[config.mk]
export PLATFORM = sky130hd
export DESIGN_NAME = fb_fill_dma_flat
export DESIGN_NICKNAME = d
export VERILOG_FILES = /design/src/rtl/fb_fill_pkg.sv /design/src/rtl/fb_fill_dma_if.sv /design/src/rtl/fb_fill_addr_gen.sv /design/src/rtl/fb_fill_dma.sv /design/src/flat_wrapper.sv
export SDC_FILE = /design/constraint.sdc
export NUM_CORES = 1
export LEC_CHECK = 0
export ABC_CLOCK_PERIOD_IN_PS = 6760
export BUFFER_PORTS_ARGS = -buffer_cell sky130_fd_sc_hd__buf_2
export CAP_MARGIN = 25
export CORE_MARGIN = 1
export CORE_UTILIZATION = 30
export CTS_CLUSTER_SIZE = 30
export DETAILED_ROUTE_END_ITERATION = 16
export SLEW_MARGIN = 30
export SYNTH_ARGS = -nofsm -noshare
export SYNTH_HDL_FRONTEND = slang
export SYNTH_HIERARCHICAL = 1
export SYNTH_SLANG_ARGS = --single-unit
[constraint.sdc]
create_clock -name clk_i -period 6.76 [get_ports clk_i]
set_clock_uncertainty 0.15 [all_clocks]
set_input_delay 1.352 -clock clk_i [delete_from_list [all_inputs] [get_ports clk_i]]
set_output_delay 1.352 -clock clk_i [all_outputs]
set_load 0.005 [all_outputs]
[src/rtl/fb_fill_pkg.sv]
// Shared types and widths for the framebuffer fill engine and the CSR glue
// that programs it.
package fb_fill_pkg;

  localparam int unsigned ADDR_BITS   = 24;
  localparam int unsigned DIM_BITS    = 11;
  localparam int unsigned STRIDE_BITS = 12;
  localparam int unsigned PIX_BITS    = 16;
  localparam int unsigned MASK_BITS   = 2;

  typedef enum logic [1:0] {
    IDLE  = 2'd0,
    WRITE = 2'd1,
    DONE  = 2'd2
  } fill_state_e;

  // Rectangle geometry as programmed by the CPU
  typedef struct packed {
    logic [ADDR_BITS-1:0]   base;
    logic [DIM_BITS-1:0]    width;
    logic [DIM_BITS-1:0]    height;
    logic [STRIDE_BITS-1:0] stride;
  } fill_geom_t;

  function automatic logic geom_empty(input fill_geom_t g);
    return (g.width == '0) || (g.height == '0);
  endfunction

endpackage

[src/rtl/fb_fill_dma_if.sv]
// SDRAM arbiter client port (rd/wr/rdy/ack request handshake).
interface fb_fill_dma_if;
  import fb_fill_pkg::*;

  logic                 sdram_wr;
  logic                 sdram_rd;
  logic [ADDR_BITS-1:0] sdram_addr_x16;
  logic [PIX_BITS-1:0]  sdram_wdata;
  logic [MASK_BITS-1:0] sdram_wmask;
  logic                 sdram_rdy;
  logic                 sdram_ack;

  modport master (
    output sdram_wr,
    output sdram_rd,
    output sdram_addr_x16,
    output sdram_wdata,
    output sdram_wmask,
    input  sdram_rdy,
    input  sdram_ack
  );

  modport slave (
    input  sdram_wr,
    input  sdram_rd,
    input  sdram_addr_x16,
    input  sdram_wdata,
    input  sdram_wmask,
    output sdram_rdy,
    output sdram_ack
  );

endinterface

[src/rtl/fb_fill_addr_gen.sv]
// Raster-order 2D address walker: x/y counters plus a running row base,
// stepping one pixel per advance strobe.
module fb_fill_addr_gen
  import fb_fill_pkg::*;
(
  input  logic                 clk_i,
  input  logic                 rst_i,
  input  logic                 load_i,
  input  fill_geom_t           geom_i,
  input  logic                 advance_i,
  output logic [ADDR_BITS-1:0] addr_o,
  output logic                 last_c
);

  logic [DIM_BITS-1:0]    x_q;
  logic [DIM_BITS-1:0]    y_q;
  logic [DIM_BITS-1:0]    w_last_q;
  logic [DIM_BITS-1:0]    h_last_q;
  logic [STRIDE_BITS-1:0] stride_q;
  logic [ADDR_BITS-1:0]   row_q;
  logic [ADDR_BITS-1:0]   addr_q;

  logic                   row_end_c;
  logic [ADDR_BITS-1:0]   row_next_c;

  assign row_end_c  = (x_q == w_last_q);
  assign row_next_c = row_q + ADDR_BITS'(stride_q);
  assign last_c     = row_end_c && (y_q == h_last_q);
  assign addr_o     = addr_q;

  // addr_q tracks row_q + x_q incrementally so no adder sits on the output
  always_ff @(posedge clk_i) begin : walk_regs
    if (rst_i) begin
      x_q      <= '0;
      y_q      <= '0;
      w_last_q <= '0;
      h_last_q <= '0;
      stride_q <= '0;
      row_q    <= '0;
      addr_q   <= '0;
    end else if (load_i) begin
      x_q      <= '0;
      y_q      <= '0;
      w_last_q <= geom_i.width - DIM_BITS'(1);
      h_last_q <= geom_i.height - DIM_BITS'(1);
      stride_q <= geom_i.stride;
      row_q    <= geom_i.base;
      addr_q   <= geom_i.base;
    end else if (advance_i) begin
      if (row_end_c) begin
        x_q    <= '0;
        y_q    <= y_q + DIM_BITS'(1);
        row_q  <= row_next_c;
        addr_q <= row_next_c;
      end else begin
        x_q    <= x_q + DIM_BITS'(1);
        addr_q <= addr_q + ADDR_BITS'(1);
      end
    end
  end

endmodule

[src/rtl/fb_fill_dma.sv]
// Framebuffer fill engine: writes a rectangle of one 16-bit colour into SDRAM
// through the arbiter client port and pulses done_o when finished or aborted.
module fb_fill_dma
  import fb_fill_pkg::*;
(
  input  logic                   clk_i,
  input  logic                   rst_i,
  input  logic                   start_i,
  input  logic [ADDR_BITS-1:0]   base_i,
  input  logic [DIM_BITS-1:0]    width_i,
  input  logic [DIM_BITS-1:0]    height_i,
  input  logic [STRIDE_BITS-1:0] stride_i,
  input  logic [PIX_BITS-1:0]    color_i,
  input  logic                   abort_i,
  fb_fill_dma_if.master          sdram,
  output logic                   busy_o,
  output logic                   done_o
);

  fill_state_e          state_q;
  fill_state_e          state_d;

  logic                 hold_q;
  logic                 abort_q;
  logic                 busy_q;
  logic                 done_q;
  logic [PIX_BITS-1:0]  wdata_q;

  fill_geom_t           geom_c;
  logic                 load_c;
  logic                 wr_c;
  logic                 acked_c;
  logic                 last_c;
  logic [ADDR_BITS-1:0] addr_c;

  assign geom_c = '{base: base_i, width: width_i, height: height_i, stride: stride_i};

  // A raised request stays up until acked, whatever rdy does meanwhile
  assign wr_c    = (state_q == WRITE) && (hold_q || sdram.sdram_rdy);
  assign acked_c = wr_c && sdram.sdram_ack;

  fb_fill_addr_gen u_addr_gen (
    .clk_i     (clk_i),
    .rst_i     (rst_i),
    .load_i    (load_c),
    .geom_i    (geom_c),
    .advance_i (acked_c),
    .addr_o    (addr_c),
    .last_c    (last_c)
  );

  always_ff @(posedge clk_i) begin : state_reg
    if (rst_i) begin
      state_q <= IDLE;
    end else begin
      state_q <= state_d;
    end
  end

  // abort_q can only be set while a request is held, so it never needs to
  // be consulted when wr_c is low
  always_comb begin : next_state
    state_d = state_q;
    load_c  = 1'b0;
    case (state_q)
      IDLE: begin
        if (start_i) begin
          load_c  = 1'b1;
          state_d = geom_empty(geom_c) ? DONE : WRITE;
        end
      end
      WRITE: begin
        if (acked_c) begin
          if (last_c || abort_q || abort_i) begin
            state_d = DONE;
          end
        end else if (!wr_c && abort_i) begin
          state_d = DONE;
        end
      end
      DONE: begin
        state_d = IDLE;
      end
      default: begin
        state_d = IDLE;
      end
    endcase
  end

  always_ff @(posedge clk_i) begin : ctrl_regs
    if (rst_i) begin
      hold_q  <= 1'b0;
      abort_q <= 1'b0;
      busy_q  <= 1'b0;
      done_q  <= 1'b0;
      wdata_q <= '0;
    end else begin
      hold_q  <= wr_c && !sdram.sdram_ack;
      abort_q <= (state_q == WRITE) && (state_d == WRITE) && (abort_q || abort_i);
      busy_q  <= (state_d != IDLE);
      done_q  <= (state_d == DONE);
      if (load_c) begin
        wdata_q <= color_i;
      end
    end
  end

  assign sdram.sdram_wr       = wr_c;
  assign sdram.sdram_rd       = 1'b0;
  assign sdram.sdram_addr_x16 = addr_c;
  assign sdram.sdram_wdata    = wdata_q;
  assign sdram.sdram_wmask    = {MASK_BITS{wr_c}};

  assign busy_o = busy_q;
  assign done_o = done_q;

endmodule
[src/flat_wrapper.sv]
// flat-port wrapper written by rule: the top's interface ports become plain ports
module fb_fill_dma_flat import fb_fill_pkg::*;
  (clk_i, rst_i, start_i, base_i, width_i, height_i, stride_i, color_i, abort_i, busy_o, done_o, sdram_sdram_wr, sdram_sdram_rd, sdram_sdram_addr_x16, sdram_sdram_wdata, sdram_sdram_wmask, sdram_sdram_rdy, sdram_sdram_ack);
  fb_fill_dma_if sdram_i ();
  input  logic clk_i;
  input  logic rst_i;
  input  logic start_i;
  input  logic [ADDR_BITS-1:0] base_i;
  input  logic [DIM_BITS-1:0] width_i;
  input  logic [DIM_BITS-1:0] height_i;
  input  logic [STRIDE_BITS-1:0] stride_i;
  input  logic [PIX_BITS-1:0] color_i;
  input  logic abort_i;
  output logic busy_o;
  output logic done_o;
  output wire logic [$bits(sdram_i.sdram_wr)-1:0] sdram_sdram_wr;
  output wire logic [$bits(sdram_i.sdram_rd)-1:0] sdram_sdram_rd;
  output wire logic [$bits(sdram_i.sdram_addr_x16)-1:0] sdram_sdram_addr_x16;
  output wire logic [$bits(sdram_i.sdram_wdata)-1:0] sdram_sdram_wdata;
  output wire logic [$bits(sdram_i.sdram_wmask)-1:0] sdram_sdram_wmask;
  input wire logic [$bits(sdram_i.sdram_rdy)-1:0] sdram_sdram_rdy;
  input wire logic [$bits(sdram_i.sdram_ack)-1:0] sdram_sdram_ack;
  assign sdram_sdram_wr = sdram_i.sdram_wr;
  assign sdram_sdram_rd = sdram_i.sdram_rd;
  assign sdram_sdram_addr_x16 = sdram_i.sdram_addr_x16;
  assign sdram_sdram_wdata = sdram_i.sdram_wdata;
  assign sdram_sdram_wmask = sdram_i.sdram_wmask;
  assign sdram_i.sdram_rdy = sdram_sdram_rdy;
  assign sdram_i.sdram_ack = sdram_sdram_ack;
  fb_fill_dma u_core (.clk_i(clk_i), .rst_i(rst_i), .start_i(start_i), .base_i(base_i), .width_i(width_i), .height_i(height_i), .stride_i(stride_i), .color_i(color_i), .abort_i(abort_i), .sdram(sdram_i), .busy_o(busy_o), .done_o(done_o));
endmodule
# Word level (Yosys, flattened, before mapping)
# Index checks and enable logic that the tools add are counted.
# W data, S select, Z words.
# word_totals
in_bits	80
output_inout_bits	46
regBits	126
word_cells	62
# classes
n_reduce_logical	23
mux	15
eq_ne	5
addsub	6
# ops
cell	n
$mux W24	6
$add A24 B1 Y24 const B	1
$add A24 B12 Y24	1
$add A11 B1 Y11 const B	2
$eq A11 B11 Y1	2
$logic_not A11 Y1	2
$sub A11 B1 Y11 const B	2
$mux W11	1
$mux W2	5
$logic_and A1 B1 Y1	7
$reduce_bool A2 Y1	3
$logic_or A1 B1 Y1	5
$eq A2 B1 Y1 const B	2
$pmux W2 S2	1
$reduce_and A2 Y1	2
$eq A2 B2 Y1 const B	1
$logic_not A1 Y1	2
$logic_not A2 Y1	1
$mux W1	2
$reduce_or A2 Y1	1

# Depth between registers and ports, before layout
# Gate-level depths: netlist of run 1.
# logic_depth
depth_word	10
mapped_depth	12
mapped_depth_nobuf	10

# Hierarchy
# The synthesis of run 1 kept the hierarchy.
# modules_own_cells
mod	n_inst	area_per_inst_um2	seq_area_each_um2	cells_per_inst
fb_fill_addr_gen	1	6188.4	2082.0	762
fb_fill_dma	1	942.2	440.4	108

# Worst setup path before layout of run 1
# Ideal clock, no wire load.
# synth_timing
kind	input-to-reg
start	input port start_i
end	register u_core.u_addr_gen.stride_q[0]
path_slack_ps	3245
arrival_time_ps	3237
required_ps	6482
setup_ps	128
cell_stages	9
n_path_buf	5
path_cell_list	or3b_1 buf_6 clkinv_4 buf_8 clkbuf_1 clkbuf_1 buf_1 mux2i_1 nor2_1
# synth_between
elab_chain_cells	2
# synth_rtl
item	line_no	rtl
start: declaration	flat_wrapper.sv:7	input logic start_i;
$mux W1	fb_fill_dma.sv:67	if (start_i) begin
$mux W1	fb_fill_dma.sv:65	case (state_q)
net u_core.load_c	fb_fill_dma.sv:30	logic load_c;
end signal: assignment	fb_fill_addr_gen.sv:46	stride_q <= geom_i.stride;
end: declaration	fb_fill_addr_gen.sv:19	logic [STRIDE_BITS-1:0] stride_q;
# The timed path passes the listed nets, and every way through them passes these cells.
# A chain may end at the register's enable or synchronous reset.

# Final worst setup path of run 1
# layout_timing
start	input port start_i
end	register u_core.u_addr_gen.addr_q[19], in the netlist u_core/u_addr_gen/addr_o[19]
# layout_between
elab_chain_cells	3
word_cells_on_any_way	4
cone_classes	3 x mux; 1 x reduce/logical
# layout_rtl
item	line_no	rtl
$mux W1 (*)	fb_fill_dma.sv:67	
$mux W1 (*)	fb_fill_dma.sv:65	
$mux W24 / $reduce_bool A2 Y1 (equally long branches)	--	
end signal: assignment	fb_fill_addr_gen.sv:48	addr_q <= geom_i.base;
end signal: assignment	fb_fill_addr_gen.sv:54	addr_q <= row_next_c;
end signal: assignment	fb_fill_addr_gen.sv:57	addr_q <= addr_q + ADDR_BITS'(1);
end: declaration	fb_fill_addr_gen.sv:21	logic [ADDR_BITS-1:0] addr_q;
# Mark *: on every way between the ends. The rest lies on a longest branch, timed or not.

==> flow_summary.json, run 1 <==
{
  "crit_fanout": 61,
  "core_area_um2": 23400,
  "syn-cell-area_um2": 7131,
  "ant_nets": 0,
  "synth_area_leaders": "dfxtp_1, xor2_1, nor2_1",
  "maxCapViolCount": 0,
  "yosys.area.top_type": "dfxtp_1",
  "cts_sinks": 126,
  "synth_top_area_share_pct": 35.37,
  "drt-wirelength-per-cell_um": 14.67,
  "critPathRequiredTime_ps": 6900,
  "vias_per_cell": 5.048,
  "p_leak_nw": 3.368,
  "hold_viol": 0,
  "drc": 0,
  "place_area_um2": 7909,
  "cp_slowest_cell": "clkinv_1",
  "critical_path_class": "in2reg",
  "post-route-util_pct": 36.41,
  "vias": 6537,
  "cts.clk_slew.worst_paths_ps": 60,
  "worstSetupEndpointType": "flop",
  "synth_edf_count": 0,
  "status": "finished, final reports clean",
  "grt_setup_unrepaired": "false",
  "dp_hpwl_um": 13340,
  "async_reset_ff_share_pct": 0,
  "wirelength_um": 19000,
  "area_growth_pct": 19.49,
  "fin_tns_setup_ps": 0,
  "seq_area_frac_synth_pct": 35.37,
  "grt_pass1_wl_um": 30350,
  "dieArea_um2": 24390,
  "slew_headroom_pct": 39.56,
  "postLayoutCellArea_um2": 8521,
  "tritoncts": "done",
  "overflow": 0,
  "ys_ff_latch": 126,
  "fp.dieW_um": 156.2,
  "drtIter0Drc": 400,
  "fin_crit_ps": 4486,
  "syn_inst": 870,
  "syn_nets": 968,
  "critPathBufInv": 3,
  "post_cts_buffers": 0,
  "grt_usage_pct": 15.78,
  "clockRootBuffer": "clkbuf_16",
  "yosysUniqueCellTypes": 70,
  "nFillCells": 2469,
  "drv_slew": 0,
  "drive_above_1_share_pct": 19.36,
  "row_count": 56,
  "synth_top_flop_cell": "dfxtp_1",
  "n_antenna_cell": 0,
  "cpPeakStageDelay_ps": 830,
  "cts.hold.buffers_added": 0,
  "min_path_type": "reg2reg",
  "fmax_ghz": 0.2229,
  "power.density_nw_per_um2": 247.3,
  "crit_family": "simple AND/OR/NAND/NOR gates",
  "start_util_pct": 30.47,
  "place_congestion": 0.8769,
  "io_buffers": 124,
  "finalNetCount": 1062,
  "dr.pass1.iters": 5,
  "numCtsBuffers": 17,
  "clk-insertion-delay-late_ps": 420,
  "setup_viol_count_final": 0,
  "grt_max_degree": 70,
  "die-height_um": 156.2,
  "cts_resized": 0,
  "grt_antenna_before_repair": 0,
  "start_kind": "input pin",
  "crit_path_cell_trace": "buf_2 > or3b_1 > clkinv_4 > clkinv_1 > nand2_1 > or3_1 > o22a_1 > o21ai_0",
  "htreeDepth": 4,
  "multiInputGateArea_um2": 4248,
  "fin_crit_sh_pct": 66.37,
  "cts_buffer_depth": 2,
  "yosysWarnings": 6,
  "register_area_um2": 2522,
  "grt_pass1_vias": 5969,
  "avgSynthCellArea_um2": 8.196,
  "cp.arrival_ps": 4620,
  "worst_slew_pin_slew_ps": 906.6,
  "num_io_pins": 126,
  "peakVddDrop_v": 0.0001278
}
==> cells in the mapped netlist (6+ instances only) <==
library cell	count
ha_1	17
nor4_1	13
o21a_1	6
nor4b_1	6
a21boi_0	6
and3_1	12
a311oi_1	10
nand3_1	26
a211oi_1	21
mux2i_1	14
nor2_1	100
o21ai_0	41
or3_1	8
xnor2_1	34
nor3_1	19
nand4_1	20
a21oi_2	10
a31oi_1	7
nand2_1	94
a21oi_1	43
clkbuf_1	28
dfxtp_1	126
o22a_1	8
buf_1	9
o211ai_1	6
xor2_1	56
buf_4	7
inv_1	23
and4_1	7
==> worst reg2reg max path, stage by stage, from the launching register on <==
cell and delay, ps:
dfxtp_1 380, or3b_1 710, clkinv_4 520, clkinv_1 850
nand2_1 540, or3_1 340, o22a_1 170, o21ai_0 90
==> through the flow <==
step           hold WS [ps]  power [W]  worst slack, ps  cells
3_3_place_gp          292.4   0.001173             1889   1264
2_1_floorplan         302.7   0.001073             3245    870
5_1_grt               324.3   0.002207             2062   1295
4_1_cts               304.5   0.002130             2277   1295
3_5_place_dp          296.1   0.001176             1810   1264
6_report              306.5   0.002107             2274   1295
==> layout by cell type, fill, tap and decap left out, drive strengths merged, types with 7 or more instances in the layout <==
cell type / netlist / routed
nand4: 20 / 20
or3: 8 / 8
a211oi: 24 / 24
a21boi: 7 / 7
nor3: 19 / 19
buf: 24 / 127
clkbuf: 28 / 21
nor2: 101 / 101
a311oi: 10 / 10
nand3: 26 / 26
xor2: 56 / 56
and4: 7 / 7
xnor2: 34 / 34
nand2: 96 / 96
o22a: 9 / 9
o21ai: 41 / 41
and3: 12 / 12
a31oi: 7 / 7
nor4: 15 / 15
inv: 23 / 24
a21oi: 53 / 53
ha: 17 / 17
mux2i: 14 / 14
dfxtp: 126 / 126
==> area by class of cell <==
cell class | count | share of cell area, %
multi-input cells | 667 | 49.85
flip-flops and latches | 126 | 29.60
repair buffers | 127 | 7.577
clock buffers | 21 | 5.521
well taps | 319 | 4.684
clock inverters | 10 | 1.601
inverters | 25 | 1.160
==> state kept, by name, summed over array words and instances (netlist names) <==
signal	cells
u_core/busy_o	1
u_core/u_addr_gen/y_q	11
u_core/u_addr_gen/h_last_q	11
u_core/done_o	1
u_core/u_addr_gen/stride_q	12
u_core/u_addr_gen/addr_o	24
u_core/u_addr_gen/w_last_q	11
u_core/state_q	2
u_core/u_addr_gen/row_q	24
u_core/sdram.sdram_wdata	16
u_core/abort_q	1
u_core/hold_q	1
u_core/u_addr_gen/x_q	11
==> layer usage <==
layer	track usage, %	wire, um	vias up
met3	3.667	1208	19
met5	0	0	-
met2	24.74	8583	200
met4	5.696	306	0
met1	20.99	8899	3046
li1	-	-	3272
==> final timing paths <==
check / from / endpoint / slack [ps] / cells past startpoint
setup reg to reg: u_core/state_q[0]$_SDFF_PP0_ / u_core/u_addr_gen/addr_o[19]$_SDFFE_PP0P_ / 2890 / 7
setup / recovery: start_i / u_core/u_addr_gen/addr_o[19]$_SDFFE_PP0P_ / 2270 / 8
hold / removal: u_core/sdram.sdram_wdata[10]$_SDFFE_PP0P_ / u_core/sdram.sdram_wdata[10]$_SDFFE_PP0P_ / 310 / 2
hold reg to reg: u_core/sdram.sdram_wdata[10]$_SDFFE_PP0P_ / u_core/sdram.sdram_wdata[10]$_SDFFE_PP0P_ / 310 / 2
==> logic make-up (layout without fill, tap and decap cells) <==
group / count (synthesis) / in the layout / synth area share, %
simple gates: 338 / 338 / 22.95
compound gates: 204 / 204 / 19.90
flops: 126 / 126 / 35.37
xor+xnor: 90 / 90 / 11.05
buf+inv: 77 / 183 / 5.123
fa+ha+maj: 18 / 18 / 3.264
mux: 16 / 16 / 2.281
other cells: 1 / 1 / 0.05259
==> power breakdown <==
group          leakage [nW]  switching, W  internal (W)  total (W)
Clock                 0.291      0.000339      0.000606   0.000945
Sequential             1.04     0.0000505      0.000796   0.000846
Combinational          2.04      0.000183      0.000134   0.000316
Total                  3.37      0.000572       0.00154    0.00211
(Power assumes the default switching activity.)
==> run 2: changes to the inputs <==
Settings changed: ABC_AREA set to 1, ABC_CLOCK_PERIOD_IN_PS 6760 to 3600.
Clock period 6.76 ns to 3.6 ns, I/O delays scaled along.
==> flow_summary.json, run 2 <==
{
  "crit_fanout": 4,
  "fmax_ghz": 0.3982,
  "cts_buffer_depth": 2,
  "worstSetupEndpointType": "flop",
  "yosysWarnings": 6,
  "synth_top_flop_cell": "dfxtp_1",
  "maxCapViolCount": 0,
  "syn-cell-area_um2": 7611,
  "htreeDepth": 4,
  "grt_max_degree": 43,
  "fin_crit_ps": 2511,
  "final_common_cell": "nand2_1",
  "grt_pass1_wl_um": 37300,
  "start_kind": "flop",
  "reg2reg_from": "u_core/u_addr_gen/stride_q[0]$_SDFFE_PP0P_",
  "avgSynthCellArea_um2": 6.516,
  "cts.hold.buffers_added": 0,
  "ys_ff_latch": 126,
  "synth_top_area_share_pct": 33.14,
  "drc": 0,
  "synth_commonest_cells": "nand2_1, nor2_1, inv_1",
  "dp_hpwl_um": 17670,
  "dieArea_um2": 26010,
  "yosys.area.top_type": "dfxtp_1",
  "core_area_um2": 24600,
  "cts.clk_slew.worst_paths_ps": 60,
  "hold_viol": 0,
  "fin_crit_sh_pct": 69.75,
  "tritoncts": "done",
  "cts_resized": 0,
  "status": "finished, final reports clean",
  "synth_edf_count": 0,
  "start_util_pct": 30.93,
  "ant_nets": 0,
  "dr.pass1.iters": 5,
  "nFillCells": 2714,
  "wirelength_um": 22980,
  "numCtsBuffers": 17,
  "finalPower_w": 0.004007,
  "peakVddDrop_v": 0.0002790,
  "final-instance-count-excl-fill": 1620,
  "cts_sinks": 126,
  "grt_usage_pct": 18.12,
  "yosysUniqueCellTypes": 46,
  "clockRootBuffer": "clkbuf_16",
  "min_path_type": "reg2reg",
  "p_leak_nw": 4.229,
  "final_cell_mix": "nand2_1, nor2_1, inv_1",
  "worst_slew_pin_slew_ps": 871.8,
  "clk-insertion-delay-late_ps": 420,
  "row_count": 57,
  "drtIter0Drc": 512,
  "drv_slew": 0,
  "finalNetCount": 1380,
  "overflow": 0,
  "synth_area_leaders": "dfxtp_1, nand2_1, nor2_1",
  "power.density_nw_per_um2": 440.2,
  "synth.most_common_cell": "nand2_1",
  "area_growth_pct": 19.58,
  "drive_above_1_share_pct": 15.29,
  "syn_inst": 1168,
  "vias": 7822,
  "hp-start": "u_core/sdram.sdram_wdata[11]$_SDFFE_PP0P_",
  "seq_area_frac_synth_pct": 33.14,
  "fp.dieW_um": 161.3,
  "placedCellCount": 1587,
  "num_io_pins": 126,
  "slew_headroom_pct": 41.74,
  "setup_viol_count_final": 0,
  "post_cts_buffers": 0,
  "cp.arrival_ps": 2730,
  "grt_setup_unrepaired": "false",
  "critical_path_class": "reg2reg",
  "syn_nets": 1266,
  "critPathRequiredTime_ps": 3820,
  "drt-wirelength-per-cell_um": 14.18,
  "place_congestion": 0.8684,
  "grt_antenna_before_repair": 1,
  "grt_pass1_vias": 7462,
  "die-height_um": 161.3,
  "io_buffers": 124,
  "fin_tns_setup_ps": 0,
  "critPathLaunch": "u_core/u_addr_gen/stride_q[0]$_SDFFE_PP0P_",
  "async_reset_ff_share_pct": 0,
  "vias_per_cell": 4.828
}
-- run 2: per-layer routing --
metal / track usage, % / up-vias / part of all wire [%]
met5: 0 / - / 0
met4: 6.818 / 0 / 2.3
met3: 3.955 / 39 / 6.4
met2: 31.11 / 256 / 47
met1: 22.06 / 3530 / 44
li1: - / 3997 / -
-- run 2: final cells by class --
type                    instances  area [um2]  share of cell area (%)
inverters                     140       526.8                   5.788
well taps                     324       405.4                   4.454
multi-input cells             865        4370                   48.02
repair buffers                132       680.7                   7.479
diodes                          1       2.502                 0.02750
flip-flops and latches        126        2522                   27.72
clock buffers                  18       439.2                   4.825
clock inverters                14       153.9                   1.691
-- run 2: logic make-up (layout without fill, tap and decap cells) --
group | Yosys count | after routing | share of synthesized area [%]
XOR/XNOR | 56 | 56 | 6.444
flip-flops | 126 | 126 | 33.14
buffers and inverters | 177 | 304 | 9.436
AND/OR/NAND/NOR | 598 | 598 | 33.93
other | 1 | 2 | 0.04927
adder cells (fa/ha/maj) | 18 | 18 | 3.058
AO/OA/AOI/OAI | 192 | 192 | 13.94
-- run 2: per-stage QoR --
| step | utilization (%) | area, um2 | hold WS [ps] | setup slack [ps] |
|---|---|---|---|---|
| 2_1_floorplan | - | 7611 | 279.9 | 1325 |
| 3_3_place_gp | 34.57 | 8506 | 308.2 | 836.0 |
| 3_5_place_dp | 34.57 | 8506 | 320.5 | 747.5 |
| 4_1_cts | 36.98 | 9099 | 335.1 | 1094 |
| 5_1_grt | 36.98 | 9099 | 351.5 | 862.9 |
| 6_report | 36.99 | 9101 | 332.7 | 1089 |
-- run 2: path summary, 6_finish.rpt --
check,to,slack [ps],cells past startpoint
setup reg to reg,u_core/u_addr_gen/addr_o[14]$_SDFFE_PP0P_,1090,14
setup / recovery,u_core/u_addr_gen/addr_o[14]$_SDFFE_PP0P_,1090,14
hold / removal,u_core/sdram.sdram_wdata[11]$_SDFFE_PP0P_,330,2
hold reg to reg,u_core/sdram.sdram_wdata[11]$_SDFFE_PP0P_,330,2
-- run 2: power by group --
group	total, W	leakage, nW	internal (W)	switching, W
logic	0.000674	2.91	0.000250	0.000424
clock network	0.00173	0.284	0.00105	0.000686
registers	0.00160	1.04	0.00150	0.000100
total	0.00401	4.23	0.00280	0.00121
-- run 2: critical path: stages, from the launching register on --
cell and delay, ps:
dfxtp_1 370, ha_1 200, inv_1 60, fa_1 400
nand3b_1 170, nand2_1 160, nand2_1 70, nand2_1 150
nand2_1 70, nand2_1 140, xor2_1 180, nand2_1 110
nand3_1 110, nand2_1 60, inv_1 60
==> run 3: changes to the inputs <==
Settings changed: ABC_CLOCK_PERIOD_IN_PS 3600 to 2000.
Clock period 3.6 ns to 2 ns, I/O delays scaled along.
==> flow_summary.json, run 3 (synthesis gave the netlist of run 2 again) <==
{
  "status": "finished with violations",
  "violations": "setup timing",
  "drt-wirelength-per-cell_um": 14.21,
  "vias": 8226,
  "tritoncts": "done",
  "postLayoutCellArea_um2": 10420,
  "start_util_pct": 30.93,
  "p_clk_share_pct": 40.5,
  "htreeDepth": 4,
  "nFillCells": 2563,
  "cp.arrival_ps": 2290,
  "fin_crit_sh_pct": 104.9,
  "maxCapViolCount": 0,
  "crit_fanout": 4,
  "setup_viol_count_final": 10,
  "fp.dieW_um": 161.3,
  "grt_pass1_wl_um": 38460,
  "drv_slew": 0,
  "dp_hpwl_um": 18350,
  "vias_per_cell": 4.794,
  "io_buffers": 124,
  "reg2reg_from": "u_core/u_addr_gen/stride_q[0]$_SDFFE_PP0P_",
  "core_area_um2": 24600,
  "critical_path_class": "reg2reg",
  "grt_antenna_before_repair": 1,
  "ant_nets": 0,
  "drc": 0,
  "worstSetupEndpointType": "flop",
  "p_leak_nw": 4.854,
  "cts.clk_slew.worst_paths_ps": 60,
  "r2r-end": "u_core/u_addr_gen/addr_o[6]$_SDFFE_PP0P_",
  "final-instance-count-excl-fill": 1716,
  "cts_buffer_depth": 2,
  "power.density_nw_per_um2": 725.7,
  "die-height_um": 161.3,
  "hp-start": "width_i[0]",
  "final_cell_mix": "nand2_1, nor2_1, inv_1",
  "drive_above_1_share_pct": 28.61,
  "final_common_cell": "nand2_1",
  "hold_viol": 0,
  "critPathRequiredTime_ps": 2190,
  "seq_power_share_pct": 38.0,
  "overflow": 0,
  "num_io_pins": 126,
  "peakVddDrop_v": 0.0004444,
  "place_congestion": 0.9014,
  "worstRegToRegCells": 12,
  "grt_usage_pct": 18.75,
  "clk-insertion-delay-late_ps": 430,
  "grt_pass1_vias": 7883,
  "grt_max_degree": 42,
  "fin_tns_setup_ps": -276.1,
  "p_sw_w": 0.002389,
  "worst_slack_ps": -98.08,
  "numCtsBuffers": 17,
  "fmax_ghz": 0.4766,
  "cts.hold.buffers_added": 0,
  "combinationalPowerShare_pct": 21.4,
  "area_growth_pct": 36.94,
  "hold-path-endpoint": "u_core/u_addr_gen/w_last_q[0]$_SDFFE_PP0P_",
  "dr.pass1.iters": 5,
  "fin_crit_ps": 2098,
  "wirelength_um": 24380,
  "row_count": 57,
  "p_int_w": 0.005174,
  "finalPower_w": 0.007563,
  "min_path_cells": 2,
  "grt_setup_unrepaired": "true",
  "clockRootBuffer": "clkbuf_16",
  "place_area_um2": 9251,
  "swShare_pct": 31.59,
  "min_path_type": "in2reg",
  "finalNetCount": 1476,
  "start_kind": "flop",
  "placedCellCount": 1672,
  "drtIter0Drc": 529,
  "cts_sinks": 126,
  "dieArea_um2": 26010,
  "reg2reg_setup_slack_ps": -100
}
-- run 3: per-stage QoR --
step	setup slack, ps	utilization [%]	hold slack (ps)
global placement	-127.8	37.60	308.3
global route	-208.3	42.35	37.69
floorplan	1.276	-	279.9
finish	-98.08	42.36	38.73
detailed placement	-168.0	37.60	318.6
CTS	-85.84	40.55	27.27
-- run 3: critical path, cell delays in order (launching register included) --
cell and delay [ps]:
dfxtp_2 350, ha_4 140, inv_2 30, fa_2 330
nand3b_1 170, nand2_2 110, nand2_2 80, nand2_4 90
xor2_2 180, inv_1 70, nand2_2 80, nand2_2 60
a31oi_1 190
-- run 3: cell type report --
| cell class | count | area (um2) | area share (%) |
|---|---|---|---|
| Tap cell | 324 | 405.4 | 3.890 |
| Inverter | 140 | 535.5 | 5.138 |
| Sequential cell | 126 | 2542 | 24.39 |
| Timing Repair Buffer | 228 | 1509 | 14.48 |
| Multi-Input combinational cell | 865 | 4850 | 46.53 |
| Clock inverter | 15 | 152.6 | 1.465 |
| Clock buffer | 17 | 425.4 | 4.082 |
| Antenna cell | 1 | 2.502 | 0.02401 |
-- run 3: power groups by stage --
stage	clock network [W]	logic (W)	registers, W
final	0.00307	0.00162	0.00288
after global routing	0.00325	0.00180	0.00290
after CTS	0.00313	0.00150	0.00286
after detailed placement	0	0.00146	0.00290
after global placement	0	0.00144	0.00290
after floorplan	0	0.000807	0.00288
-- run 3: how the worst max path moves through the flow --
stage | slack (ps) | from | to
6_report | -100 | u_core/u_addr_gen/stride_q[0]$_SDFFE_PP0P_ | u_core/u_addr_gen/addr_o[6]$_SDFFE_PP0P_
5_1_grt | -210 | u_core/u_addr_gen/stride_q[0]$_SDFFE_PP0P_ | u_core/u_addr_gen/addr_o[6]$_SDFFE_PP0P_
4_1_cts | -90 | u_core/u_addr_gen/row_q[0]$_SDFFE_PP0P_ | u_core/u_addr_gen/addr_o[14]$_SDFFE_PP0P_
3_5_place_dp | -170 | sdram_sdram_rdy | u_core/u_addr_gen/x_q[10]$_SDFFE_PP0P_
3_3_place_gp | -130 | sdram_sdram_rdy | u_core/u_addr_gen/x_q[10]$_SDFFE_PP0P_
2_1_floorplan | 1 | u_core/u_addr_gen/stride_q[0]$_SDFFE_PP0P_ | u_core/u_addr_gen/addr_o[14]$_SDFFE_PP0P_
-- run 3: timing repair --
action / 4_1_cts / 5_1_grt
pin swaps: 18 / 37
gates resized for setup: 30 / 94
buffers inserted: 5 / 7
setup endpoints to repair: 34 / 49
-- run 3: routing by layer --
layer  global-route usage, %  wire length [um]  vias to the layer above  share of wire [%]
li1                        -                 -                     4188                  -
met1                   22.40             10180                     3707                 42
met2                   32.52             11770                      287                 48
met3                   4.160              1738                       44                7.1
met4                   7.333               694                        0                2.8
met5                       0                 0                        -                  0
